==> config.mk <==
export PLATFORM = sky130hd
export DESIGN_NAME = ddr3_buf_queue_regs_flat
export DESIGN_NICKNAME = d
export VERILOG_FILES = /design/src/rtl/ddr3_buf_queue_regs_if.sv /design/src/rtl/ddr3_buf_queue_regs.sv /design/src/flat_wrapper.sv
export SDC_FILE = /design/constraint.sdc
export NUM_CORES = 1
export LEC_CHECK = 0
export CAP_MARGIN = 20
export CORE_MARGIN = 1
export CORE_UTILIZATION = 47
export DETAILED_ROUTE_END_ITERATION = 10
export GPL_TIMING_DRIVEN = 0
export PLACE_DENSITY = 0.76
export SLEW_MARGIN = 25
export SYNTH_ARGS = -nofsm -noshare
export SYNTH_HDL_FRONTEND = slang
export SYNTH_SLANG_ARGS = --single-unit
==> constraint.sdc <==
create_clock -name clk -period 3.4 [get_ports clk]
set_input_delay 0.51 -clock clk [delete_from_list [all_inputs] [get_ports clk]]
set_output_delay 0.51 -clock clk [all_outputs]
set_load 0.02 [all_outputs]
==> src/rtl/ddr3_buf_queue_regs_if.sv <==
// CSR bus and read-engine handshake for the DDR3 frame-buffer descriptor queue.
// The master side is software plus the read engine; the slave side is the queue block.
interface ddr3_buf_queue_regs_if #(
    parameter int NUM_BUFS = 4,
    parameter int OFFSET_W = 26
);
    localparam int IDX_W = (NUM_BUFS > 2) ? $clog2(NUM_BUFS) : 1;

    logic                         csr_read;
    logic                         csr_write;
    logic [7:0]                   csr_addr;
    logic [31:0]                  csr_wr_data;
    logic [31:0]                  csr_rd_data;
    logic                         csr_rd_valid;
    logic [NUM_BUFS*OFFSET_W-1:0] buf_offset;
    logic                         rd_valid;
    logic [IDX_W-1:0]             rd_idx;
    logic [OFFSET_W-1:0]          rd_offset;
    logic                         rd_done;

    modport master (
        output csr_read, csr_write, csr_addr, csr_wr_data, rd_done,
        input  csr_rd_data, csr_rd_valid, buf_offset, rd_valid, rd_idx, rd_offset
    );

    modport slave (
        input  csr_read, csr_write, csr_addr, csr_wr_data, rd_done,
        output csr_rd_data, csr_rd_valid, buf_offset, rd_valid, rd_idx, rd_offset
    );
endinterface

==> src/rtl/ddr3_buf_queue_regs.sv <==
// Circular descriptor queue of DDR3 frame buffers with CSR programming, in-order commit
// and head retirement; sticky overflow/underflow/write-while-full flags.
module ddr3_buf_queue_regs #(
    parameter int NUM_BUFS = 4,
    parameter int OFFSET_W = 26
) (
    input  logic                  clk,
    input  logic                  reset_n,
    ddr3_buf_queue_regs_if.slave  bus
);
    localparam int IDX_W = (NUM_BUFS > 2) ? $clog2(NUM_BUFS) : 1;
    localparam int CNT_W = $clog2(NUM_BUFS + 1);
    localparam logic [IDX_W-1:0] LAST_IDX = IDX_W'(NUM_BUFS - 1);
    localparam logic [CNT_W-1:0] MAX_CNT  = CNT_W'(NUM_BUFS);
    localparam logic [7:0]       OFF_BASE = 8'h10;
    localparam logic [7:0]       OFF_END  = 8'(16 + NUM_BUFS);

    logic [OFFSET_W-1:0] r_offset [NUM_BUFS];
    logic [NUM_BUFS-1:0] r_full;
    logic [IDX_W-1:0]    r_head;
    logic [IDX_W-1:0]    r_tail;
    logic [CNT_W-1:0]    r_count;
    logic                r_enable;
    logic                r_ovf;
    logic                r_unf;
    logic                r_wfe;
    logic [31:0]         r_scratch;
    logic [31:0]         r_rd_data;
    logic                r_rd_valid;

    logic                w_wr_ctrl;
    logic                w_wr_status;
    logic                w_commit;
    logic                w_wr_scratch;
    logic                w_off_hit;
    logic [IDX_W-1:0]    w_off_idx;
    logic                w_wr_off;
    logic                w_wr_frozen;
    logic                w_soft_clear;
    logic                w_commit_ok;
    logic                w_done_ok;
    logic                w_done_unf;
    logic [NUM_BUFS-1:0] w_full_next;
    logic [31:0]         w_rd_mux;

    function automatic logic [IDX_W-1:0] f_adv(input logic [IDX_W-1:0] p);
        return (p == LAST_IDX) ? '0 : p + 1'b1;
    endfunction

    assign w_wr_ctrl    = bus.csr_write && (bus.csr_addr == 8'h00);
    assign w_wr_status  = bus.csr_write && (bus.csr_addr == 8'h01);
    assign w_commit     = bus.csr_write && (bus.csr_addr == 8'h02);
    assign w_wr_scratch = bus.csr_write && (bus.csr_addr == 8'h04);
    assign w_off_hit    = (bus.csr_addr >= OFF_BASE) && (bus.csr_addr < OFF_END);
    assign w_off_idx    = bus.csr_addr[IDX_W-1:0];
    assign w_wr_off     = bus.csr_write && w_off_hit;
    assign w_wr_frozen  = w_wr_off && r_full[w_off_idx];
    assign w_soft_clear = w_wr_ctrl && bus.csr_wr_data[1];

    // Commit and retire are both judged against pre-edge state.
    assign w_commit_ok  = w_commit && (r_count != MAX_CNT);
    assign w_done_ok    = bus.rd_done && r_enable && (r_count != '0);
    assign w_done_unf   = bus.rd_done && r_enable && (r_count == '0);

    always_comb begin
        w_full_next = r_full;
        if (w_done_ok)
            w_full_next[r_head] = 1'b0;
        if (w_commit_ok)
            w_full_next[r_tail] = 1'b1;
    end

    always_comb begin
        w_rd_mux = '0;
        case (bus.csr_addr)
            8'h00: w_rd_mux[0] = r_enable;
            8'h01: begin
                w_rd_mux[CNT_W-1:0] = r_count;
                w_rd_mux[8]         = r_ovf;
                w_rd_mux[9]         = r_unf;
                w_rd_mux[10]        = r_wfe;
            end
            8'h03: begin
                w_rd_mux[IDX_W-1:0]  = r_head;
                w_rd_mux[8 +: IDX_W] = r_tail;
            end
            8'h04: w_rd_mux = r_scratch;
            8'h05: w_rd_mux[NUM_BUFS-1:0] = r_full;
            default: begin
                if (w_off_hit)
                    w_rd_mux[OFFSET_W-1:0] = r_offset[w_off_idx];
            end
        endcase
    end

    always_ff @(posedge clk or negedge reset_n) begin
        if (!reset_n) begin
            for (int i = 0; i < NUM_BUFS; i++)
                r_offset[i] <= '0;
            r_full     <= '0;
            r_head     <= '0;
            r_tail     <= '0;
            r_count    <= '0;
            r_enable   <= 1'b0;
            r_ovf      <= 1'b0;
            r_unf      <= 1'b0;
            r_wfe      <= 1'b0;
            r_scratch  <= '0;
            r_rd_data  <= '0;
            r_rd_valid <= 1'b0;
        end else begin
            if (w_wr_ctrl)
                r_enable <= bus.csr_wr_data[0];
            if (w_wr_scratch)
                r_scratch <= bus.csr_wr_data;

            if (w_commit && !w_commit_ok)
                r_ovf <= 1'b1;
            else if (w_wr_status && bus.csr_wr_data[8])
                r_ovf <= 1'b0;
            if (w_done_unf)
                r_unf <= 1'b1;
            else if (w_wr_status && bus.csr_wr_data[9])
                r_unf <= 1'b0;
            if (w_wr_frozen)
                r_wfe <= 1'b1;
            else if (w_wr_status && bus.csr_wr_data[10])
                r_wfe <= 1'b0;

            for (int i = 0; i < NUM_BUFS; i++) begin
                if (w_wr_off && !w_wr_frozen && (w_off_idx == IDX_W'(i)))
                    r_offset[i] <= bus.csr_wr_data[OFFSET_W-1:0];
            end

            // Soft clear wins over a same-cycle retire; a commit cannot coincide with it.
            if (w_soft_clear) begin
                r_full  <= '0;
                r_head  <= '0;
                r_tail  <= '0;
                r_count <= '0;
            end else begin
                r_full  <= w_full_next;
                r_head  <= w_done_ok   ? f_adv(r_head) : r_head;
                r_tail  <= w_commit_ok ? f_adv(r_tail) : r_tail;
                r_count <= r_count + CNT_W'(w_commit_ok) - CNT_W'(w_done_ok);
            end

            r_rd_valid <= bus.csr_read;
            if (bus.csr_read)
                r_rd_data <= w_rd_mux;
        end
    end

    assign bus.csr_rd_data  = r_rd_data;
    assign bus.csr_rd_valid = r_rd_valid;
    assign bus.rd_valid     = r_enable && (r_count != '0);
    assign bus.rd_idx       = r_head;
    assign bus.rd_offset    = r_offset[r_head];

    for (genvar g = 0; g < NUM_BUFS; g++) begin : g_off
        assign bus.buf_offset[g*OFFSET_W +: OFFSET_W] = r_offset[g];
    end
endmodule

==> src/flat_wrapper.sv <==
// flat-port wrapper written by rule: the top's interface ports become plain ports
module ddr3_buf_queue_regs_flat 
#(
    parameter int NUM_BUFS = 4,
    parameter int OFFSET_W = 26
)
  (clk, reset_n, bus_csr_read, bus_csr_write, bus_csr_addr, bus_csr_wr_data, bus_rd_done, bus_csr_rd_data, bus_csr_rd_valid, bus_buf_offset, bus_rd_valid, bus_rd_idx, bus_rd_offset);
  ddr3_buf_queue_regs_if #(.NUM_BUFS(NUM_BUFS), .OFFSET_W(OFFSET_W)) bus_i ();
  input  logic clk;
  input  logic reset_n;
  input wire logic [$bits(bus_i.csr_read)-1:0] bus_csr_read;
  input wire logic [$bits(bus_i.csr_write)-1:0] bus_csr_write;
  input wire logic [$bits(bus_i.csr_addr)-1:0] bus_csr_addr;
  input wire logic [$bits(bus_i.csr_wr_data)-1:0] bus_csr_wr_data;
  input wire logic [$bits(bus_i.rd_done)-1:0] bus_rd_done;
  output wire logic [$bits(bus_i.csr_rd_data)-1:0] bus_csr_rd_data;
  output wire logic [$bits(bus_i.csr_rd_valid)-1:0] bus_csr_rd_valid;
  output wire logic [$bits(bus_i.buf_offset)-1:0] bus_buf_offset;
  output wire logic [$bits(bus_i.rd_valid)-1:0] bus_rd_valid;
  output wire logic [$bits(bus_i.rd_idx)-1:0] bus_rd_idx;
  output wire logic [$bits(bus_i.rd_offset)-1:0] bus_rd_offset;
  assign bus_i.csr_read = bus_csr_read;
  assign bus_i.csr_write = bus_csr_write;
  assign bus_i.csr_addr = bus_csr_addr;
  assign bus_i.csr_wr_data = bus_csr_wr_data;
  assign bus_i.rd_done = bus_rd_done;
  assign bus_csr_rd_data = bus_i.csr_rd_data;
  assign bus_csr_rd_valid = bus_i.csr_rd_valid;
  assign bus_buf_offset = bus_i.buf_offset;
  assign bus_rd_valid = bus_i.rd_valid;
  assign bus_rd_idx = bus_i.rd_idx;
  assign bus_rd_offset = bus_i.rd_offset;
  ddr3_buf_queue_regs #(.NUM_BUFS(NUM_BUFS), .OFFSET_W(OFFSET_W)) u_core (.clk(clk), .reset_n(reset_n), .bus(bus_i));
endmodule
== After elaboration in Yosys (flattened, before gate mapping) ==
Index checks and enable logic that the tools add are counted.

* Register bits: 184
* Input bits: 45
* Output and inout port bits: 166
* Logic and storage cells: 122

* Add/subtract/negate cells: 4
* $lt $le $gt $ge: 9
* Eq/ne operators: 11
* Multiplexer cells: 38
* Bitwise gates (word level): 5
* Reductions and logical operators: 40

{| class="wikitable"
|+ Operators by type and width
! cell !! count
|-
| 26-bit 2-to-1 mux || 5
|-
| 26-bit binary-select mux with 2-bit select || 2
|-
| 15-bit one-hot mux with 2 select lines || 1
|-
| 1-bit logical AND || 24
|-
| 8-bit by 2-bit == test with 1-bit output (second input constant) || 2
|-
| 8-bit by 3-bit == test with 1-bit output (second input constant) || 2
|-
| 2-bit 2-to-1 mux || 6
|-
| 4-bit 2-to-1 mux || 3
|-
| 1-bit one-hot mux with 5 select lines || 2
|-
| 2-bit nonzero test || 5
|-
| 2-bit by 3-bit < comparator with 1-bit output (second input constant) || 3
|-
| 1-bit 2-to-1 mux || 9
|-
| 2-bit == test (second input constant) || 4
|-
| 8-bit by 1-bit == test with 1-bit output (second input constant) || 1
|-
| 8-bit by 5-bit >= comparator with 1-bit output (second input constant) || 1
|-
| 8-bit logical NOT || 1
|-
| 8-bit by 5-bit < comparator with 1-bit output (second input constant) || 1
|-
| 2-bit one-hot mux with 4 select lines || 1
|-
| 4-bit one-hot mux with 2 select lines || 1
|-
| 3-bit >= comparator (second input constant) || 2
|-
| 6-bit 2-to-1 mux || 1
|-
| 2-bit NOT with 3-bit output || 2
|-
| 1-bit one-hot mux with 3 select lines || 2
|-
| 3-bit OR reduction || 2
|-
| other kinds (19) || 24
|}

== Longest topological paths before layout ==
Gate-level depths: netlist (run 1).

* Depth in word-level cells: 10
* Mapped depth: 10
* Depth with buffers taken out: 8

== Worst setup path after synthesis (run 1) ==
Ideal clock, no wire load.

* Path kind: input-to-reg
* Start: in bus_csr_addr[0]
* End: reg u_core.r_offset, in the netlist u_core.bus.buf_offset[10]
* Library setup time: 125 ps
* Data arrival time: 2955 ps
* Required time: 3275 ps
* Slack: 320 ps
* Stages: 7
* Path through: clkbuf_1 mux4_2 or4b_4 buf_6 nor4b_4 buf_8 mux2_4

* Cells in the longest elaborated chain, start to end: 7

{| class="wikitable"
|+ Ends and longest elaborated chain
! what !! line !! RTL
|-
| from (decl) || flat_wrapper.sv:13 || <nowiki>input wire logic [$bits(bus_i.csr_addr)-1:0] bus_csr_addr;</nowiki>
|-
| 8-bit by 5-bit >= comparator with 1-bit output / 8-bit by 5-bit < comparator with 1-bit output (equally long branches) || ddr3_buf_queue_regs.sv:54 || <nowiki>assign w_off_hit = (bus.csr_addr >= OFF_BASE) && (bus.csr_addr < OFF_END);</nowiki>
|-
| 1-bit logical AND || ddr3_buf_queue_regs.sv:54 ||
|-
| 1-bit logical AND || ddr3_buf_queue_regs.sv:56 || <nowiki>assign w_wr_off = bus.csr_write && w_off_hit;</nowiki>
|-
| 1-bit logical AND || ddr3_buf_queue_regs.sv:57 || <nowiki>assign w_wr_frozen = w_wr_off && r_full[w_off_idx];</nowiki>
|-
| 1-bit logical NOT || ddr3_buf_queue_regs.sv:131 || <nowiki>if (w_wr_off && !w_wr_frozen && (w_off_idx == IDX_W'(i)))</nowiki>
|-
| 1-bit logical AND || ddr3_buf_queue_regs.sv:131 ||
|-
| 1-bit logical AND (*) || ddr3_buf_queue_regs.sv:131 ||
|-
| to (signal, indexed assignment) || ddr3_buf_queue_regs.sv:132 || <nowiki>r_offset[i] <= bus.csr_wr_data[OFFSET_W-1:0];</nowiki>
|-
| to (decl) || ddr3_buf_queue_regs.sv:18 || <nowiki>logic [OFFSET_W-1:0] r_offset [NUM_BUFS];</nowiki>
|}

Every way passes the cells marked *; elsewhere a longest branch is shown, timed or not. The select of a mux whose other input is x is not followed.
A chain may end at the register's enable or synchronous reset.

== Worst setup path in the final report (run 1) ==
* Start: in bus_csr_addr[7]
* End: reg u_core.r_offset, in the netlist u_core.bus.buf_offset[17]

* Cells in the longest elaborated chain, start to end: 7

{| class="wikitable"
|+ Ends and longest elaborated chain
! what !! line
|-
| 8-bit by 5-bit >= comparator with 1-bit output / 8-bit by 5-bit < comparator with 1-bit output (equally long branches) || ddr3_buf_queue_regs.sv:54
|-
| 1-bit logical AND (*) || ddr3_buf_queue_regs.sv:54
|-
| 1-bit logical AND (*) || ddr3_buf_queue_regs.sv:56
|-
| 1-bit logical AND || ddr3_buf_queue_regs.sv:57
|-
| 1-bit logical NOT || ddr3_buf_queue_regs.sv:131
|-
| 1-bit logical AND (*) (2 in a row) || ddr3_buf_queue_regs.sv:131
|}

Every way passes the cells marked *; elsewhere a longest branch is shown, timed or not.

==> results of run 1 <==
-- cells in the mapped netlist, drive strengths merged (5+ instances only) --
| master | number |
|---|---|
| o2bb2ai | 6 |
| mux2 | 139 |
| dfrtp | 184 |
| nor3b | 6 |
| o21ai | 12 |
| mux4 | 53 |
| ha | 10 |
| nand2 | 8 |
| mux2i | 5 |
| a21oi | 28 |
| nor2 | 35 |
| inv | 20 |
| clkbuf | 24 |
| a22oi | 24 |
| nand3 | 8 |
| buf | 21 |
-- metrics by stage --
step	hold WS, ns	setup TNS [ns]	instances
floorplan	0.2144	0	619
global placement	0.4739	-1033.12	1055
detailed placement	0.4246	-23.77	1058
CTS	0.5078	0	1091
global route	0.5238	0	1091
finish	0.5080	0	1091
-- state kept, by name, indices dropped and copies added, names as in the netlist --
signal	flops
u_core.r_scratch	32
u_core.bus.csr_rd_valid	1
u_core.r_tail	2
u_core.r_full	4
u_core.bus.buf_offset	104
u_core.r_enable	1
u_core.r_ovf	1
u_core.r_unf	1
u_core.r_wfe	1
u_core.bus.csr_rd_data	32
u_core.bus.rd_idx	2
u_core.r_count	3
-- kinds of logic after synthesis --
logic type	count (synthesis)	share of synthesized area, %
mux	197	32.43
flops	184	51.77
compound gates	82	6.007
simple gates	78	4.699
buf+inv	65	3.264
fa+ha+maj	11	1.632
xor+xnor	2	0.1970
-- worst register-to-register path, cell delays in order (launching register included) --
cell and delay (ns):
dfrtp_1 0.42, mux4_2 0.52, or4b_4 0.50, buf_6 0.15
nor4b_4 0.76, buf_8 0.27, mux2_4 0.32
-- final cells by class --
class	instances	area, um2	area share (%)
Buffer	45	226.5	1.901
Clock buffer	22	464.2	3.897
Clock inverter	10	95.09	0.7984
Inverter	20	75.07	0.6303
Multi-Input combinational cell	370	4009	33.66
Sequential cell	184	4604	38.66
Tap cell	229	286.5	2.406
Timing Repair Buffer	211	2150	18.05
-- power breakdown --
part | switching [mW] | total [mW] | internal (mW) | leakage [nW]
registers | 0.140 | 2.46 | 2.32 | 2.49
clock network | 0.848 | 1.90 | 1.05 | 0.259
logic | 0.633 | 1.23 | 0.593 | 2.38
-- final timing paths --
check | to | slack (ns) | cells after the start
setup / recovery | u_core.bus.buf_offset[17] | 0.11 | 8
hold / removal | u_core.r_scratch[10] | 0.51 | 1
setup reg to reg | u_core.bus.buf_offset[17] | 0.35 | 6
hold reg to reg | u_core.r_scratch[10] | 0.51 | 1
max in group asynchronous | u_core.bus.csr_rd_data[25] | 1.80 | 4
min in group asynchronous | u_core.r_scratch[27] | 0.57 | 2
-- metal layers --
layer | up-vias | routed length, um
li1 | 2777 | -
met1 | 3345 | 10690
met2 | 262 | 12520
met3 | 31 | 1574
met4 | 0 | 460
met5 | - | 0
-- what timing repair did --
| action | CTS | global route |
|---|---|---|
| hold buffers | 1 | 0 |
| gates resized for setup | 5 | 1 |
| setup buffers | 0 | 0 |
| endpoints found under the setup margin | 18 | 1 |
| pin swaps | 0 | 0 |
| hold endpoints to repair | 44 | 0 |
==> flow_summary.toml, run 1 <==
[critical_path]
worst_setup_path_end_kind = "register"
worstPathArrival_ns = 3.61
critical_path_buf_inv_count = 4
timing.rr.start = "u_core.r_full[3]"
slowest_delay_ns = 0.76
cpMostUsedCell = "buf_6"
path_delay_family = "simple AND/OR/NAND/NOR gates"
crit_fanout = 10
critPathLaunch = "bus_csr_addr[7]"
startpoint_type = "input pin"
cp_slowest_cell = "nor4b_4"
worstPathRequired_ns = 3.72
crit_type = "input pin to register"
crit_chain = "clkdlybuf4s50_1, or4_4, buf_6, or4b_4, buf_6, nor4b_4, buf_8, mux2_4"

[power_and_ir_drop]
total_power_mw = 5.582
power_density_nw_per_um2 = 468.7
vdd_drop_max_mv = 0.3885
p_leak_nw = 5.128

[floorplanning]
rows = 49
die_w_um = 139.6
fp.dieH_um = 139.6
die_area_um2 = 19480
core-area_um2 = 18270
initial_utilization_pct = 48.68
ios = 211

[global_routing]
grt_pass1_vias = 6702
grt_start_max_net_pins = 81
antenna_found_initial = 0
grt_util_met2_pct = 45.25
grt_pass1_wl_um = 39750
use_met1_pct = 36.44
grt_overflow = 0
busiest_layer = "met2"
track_usage_pct = 27.12
grtUsageMet3_pct = 4.714

[placement]
pre_cts_slack_ns = -0.3215
portBuffers = 207
place_area_um2 = 11330
dp_hpwl_um = 17810
gp_congestion = 0.8766

[drt]
drcViolationCount = 0
drtIter0Drc = 461
postRouteAntennaNets = 0
vias = 6415
wirelength_um = 25250
drt_pre_antenna_iters = 4
routedWlPerCell_um = 23.14
vias_per_cell = 5.880

[synthesis]
synth_top_cell_area_share_pct = 51.77
synth-edff-count = 0
syn_inst = 619
synth_seq_cells = 184
yosys-top-cells-area = "dfrtp_1, mux2_2, mux4_2, mux2_4, a22oi_1"
syn_area_um2 = 8894
synth_area_leader_cell = "dfrtp_1"
synthesis.nets = 675
ys.flop_type = "dfrtp_1"
syn_avg_cell_area_um2 = 14.37
synthArstFlopShare_pct = 100.0
ys_seq_area_share_pct = 51.77
ys_warn_count = 0
synth_cell_types = 42

[clock_tree]
clk_pin_slew_worst_paths_ns = 0.07
clockBufferDepth = 2
cts.sinks = 184
cts_tree = "done"
cts_buffers = 17
insertion_delay_ns = 0.43
cts-root-buf = "clkbuf_16"
ctsHtreeMaxLevel = 4

[timing]
rsz0062_at_grt = "false"
min_period_ns = 3.291
hold_viol = 0
tightest_slew_ns = 0.9565
fmax_mhz = 303.9
setup_violations = 0
min_period_over_period_pct = 96.79
relSlewSlack_pct = 35.22
drv_slew = 0
setup_slack_ns = 0.1091
finalClockSkew_ns = 0.009761

[worst_hold_path]
hold_class = "register to register"
hold_start = "u_core.r_scratch[10]"

[flow_run]
cap_violations = 0

[layout]
diodes = 0
area_growth_pct = 33.92
drive_gt1_share_pct = 29.23
finish.instance_area_um2 = 11910
fin_nets = 905
final_common_cell = "clkdlybuf4s50_1"
final_cell_mix = "clkdlybuf4s50_1, dfrtp_1, mux2_2"
fin_util_pct = 65.19
fillers = 1371

[status]
outcome = "completed"
No activity file was read; power rests on OpenSTA's default activity.
==> run 2, diff against run 1 <==
Settings changed: CTS_CLUSTER_SIZE set to 10, GPL_TIMING_DRIVEN 0 to 1.
==> run 2 against run 1 <==
  * Combinational power fell by 7%
  * First-iteration DRC count fell by 11%
  * Non-clock buffer count fell by 21
  * Register-to-register slack improved by 0.35 ns
  * Sequential power rose by 3%
  * Clock power rose by 9%
  * Fmax rose by 11%
  * Cell area rose by 0.67%
  * Critical path depth fell by 6
  * Sequential cell count did not move
==> flow_summary.toml, run 2 (synthesized netlist as in run 1, its figures left out) <==
[power_and_ir_drop]
p_comb_share_pct = 19.8
internal_power_mw = 4.168
clock_power_share_pct = 36.1
p_seq_share_pct = 44.0
p_leak_nw = 5.176
vdd_drop_max_mv = 0.3373
p_switching_mw = 1.585
p_sw_share_pct = 27.55
power_density_nw_per_um2 = 479.9

[placement]
portBuffers = 210
place_area_um2 = 11370
dp_hpwl_um = 16360
pre_cts_slack_ns = 0.2029
gp_congestion = 0.8912
placed_cells = 1038

[timing]
finalClockSkew_ns = 0.008118
rsz0062_at_grt = "false"
tightest_slew_ns = 0.9682
hold_viol = 0
fmax_mhz = 335.9
min_period_ns = 2.977
min_period_over_period_pct = 87.55
setup_slack_ns = 0.4232
fin_setup_tns_ns = 0
relSlewSlack_pct = 35.45
setup_violations = 0
drv_slew = 0

[status]
outcome = "completed"

[critical_path]
reg2regPathDepth = 5
startpoint_type = "register"
rr_endpoint = "u_core.bus.buf_offset[25]"
crit_fanout = 32
timing.rr.start = "u_core.r_full[3]"
worstPathArrival_ns = 2.47
reg2reg_slack_ns = 0.70
crit_type = "register to output pin"
slowest_delay_ns = 1.01
crit_chain = "mux4_2, clkdlybuf4s50_1"
cp_slowest_cell = "dfrtp_2"
worstPathRequired_ns = 2.89
worst_setup_path_end_kind = "output pin"

[layout]
final_cell_mix = "clkdlybuf4s50_1, dfrtp_1, mux2_2"
fillers = 1307
finish.instance_area_um2 = 11990
final_common_cell = "clkdlybuf4s50_1"
final_cells = 1070
largest_reg_flops = 104
diodes = 0
area_growth_pct = 34.82
drive_gt1_share_pct = 31.39
fin_nets = 884

[clock_tree]
cts_tree = "done"
clk_pin_slew_worst_paths_ns = 0.06
ctsResizeCount = 0
cts_buffers = 17
cts.sinks = 184
clockBufferDepth = 2
ctsHtreeMaxLevel = 4
postCtsSetupBuffers = 0
insertion_delay_ns = 0.42
cts-root-buf = "clkbuf_16"
ctsHoldBuffers = 0

[worst_hold_path]
hold_class = "input pin to asynchronous set/reset pin"

[drt]
drt_pre_antenna_iters = 6
vias_per_cell = 6.014
wl_met1_um = 10610
wirelength_um = 24620
routedWlPerCell_um = 23.01
wl_met3_um = 1626
drtIter0Drc = 412
vias = 6435
drcViolationCount = 0
postRouteAntennaNets = 0
maxUsedRoutingLayer = "met4"
wl_met2_um = 11980

[floorplanning]
core-area_um2 = 18270
fp.dieH_um = 139.6
rows = 49
die_w_um = 139.6
die_area_um2 = 19480
initial_utilization_pct = 48.68
ios = 211

[global_routing]
track_usage_pct = 26.70
grt_pass1_vias = 6828
grt_overflow = 0
grt_start_max_net_pins = 77
grt_pass1_wl_um = 39430
antenna_found_initial = 0

[flow_run]
cap_violations = 0
-- run 2: layout make-up --
| type | instances | area (um2) | area share, % |
|---|---|---|---|
| inverter | 20 | 75.07 | 0.6261 |
| clock buffer | 19 | 442.9 | 3.694 |
| tap | 229 | 286.5 | 2.390 |
| sequential | 184 | 4607 | 38.42 |
| multi-input combinational | 370 | 4025 | 33.57 |
| clock inverter | 13 | 175.2 | 1.461 |
| timing repair buffer | 235 | 2379 | 19.84 |
-- run 2: critical path: cells and delay by family (launching register included) --
| kind | cells | cell delay [ns] |
|---|---|---|
| DFF | 1 | 1.01 |
| buffers and inverters | 1 | 0.66 |
| muxes | 1 | 0.37 |
-- run 2: per-layer routing --
metal,global-route usage [%],vias up
li1,-,2740
met1,36.23,3376
met2,43.16,284
met3,5.643,35
met4,8.733,0
met5,0,-
-- run 2: worst max path at each step --
stage	startpoint	to	slack [ns]	cells past startpoint
2_1_floorplan	bus_csr_addr[0]	u_core.bus.buf_offset[10]	0.32	7
4_1_cts	u_core.bus.rd_idx[1]	bus_rd_offset[10]	0.42	2
5_1_grt	u_core.bus.rd_idx[1]	bus_rd_offset[10]	0.37	2
3_3_place_gp	bus_csr_addr[7]	u_core.bus.buf_offset[25]	0.22	6
3_5_place_dp	bus_csr_addr[7]	u_core.bus.buf_offset[2]	0.20	6
6_report	u_core.bus.rd_idx[1]	bus_rd_offset[10]	0.42	2
-- run 2: metrics by stage --
| stage | hold slack (ns) | total power [mW] | util (%) |
|---|---|---|---|
| 2_1_floorplan | 0.2144 | 3.145 | - |
| 3_3_place_gp | 0.4752 | 3.674 | 62.23 |
| 3_5_place_dp | 0.4830 | 3.721 | 62.24 |
| 4_1_cts | 0.1113 | 5.805 | 65.63 |
| 5_1_grt | 0.1308 | 5.975 | 65.63 |
| 6_report | 0.08118 | 5.754 | 65.63 |
-- run 2: power by group through the flow --
stage                     registers (mW)  clock network, mW  logic (mW)
final                               2.53               2.08        1.14
after global routing                2.55               2.20        1.22
after CTS                           2.53               2.12        1.16
after detailed placement            2.57                  0        1.15
after global placement              2.55                  0        1.12
after floorplan                     2.57                  0       0.577
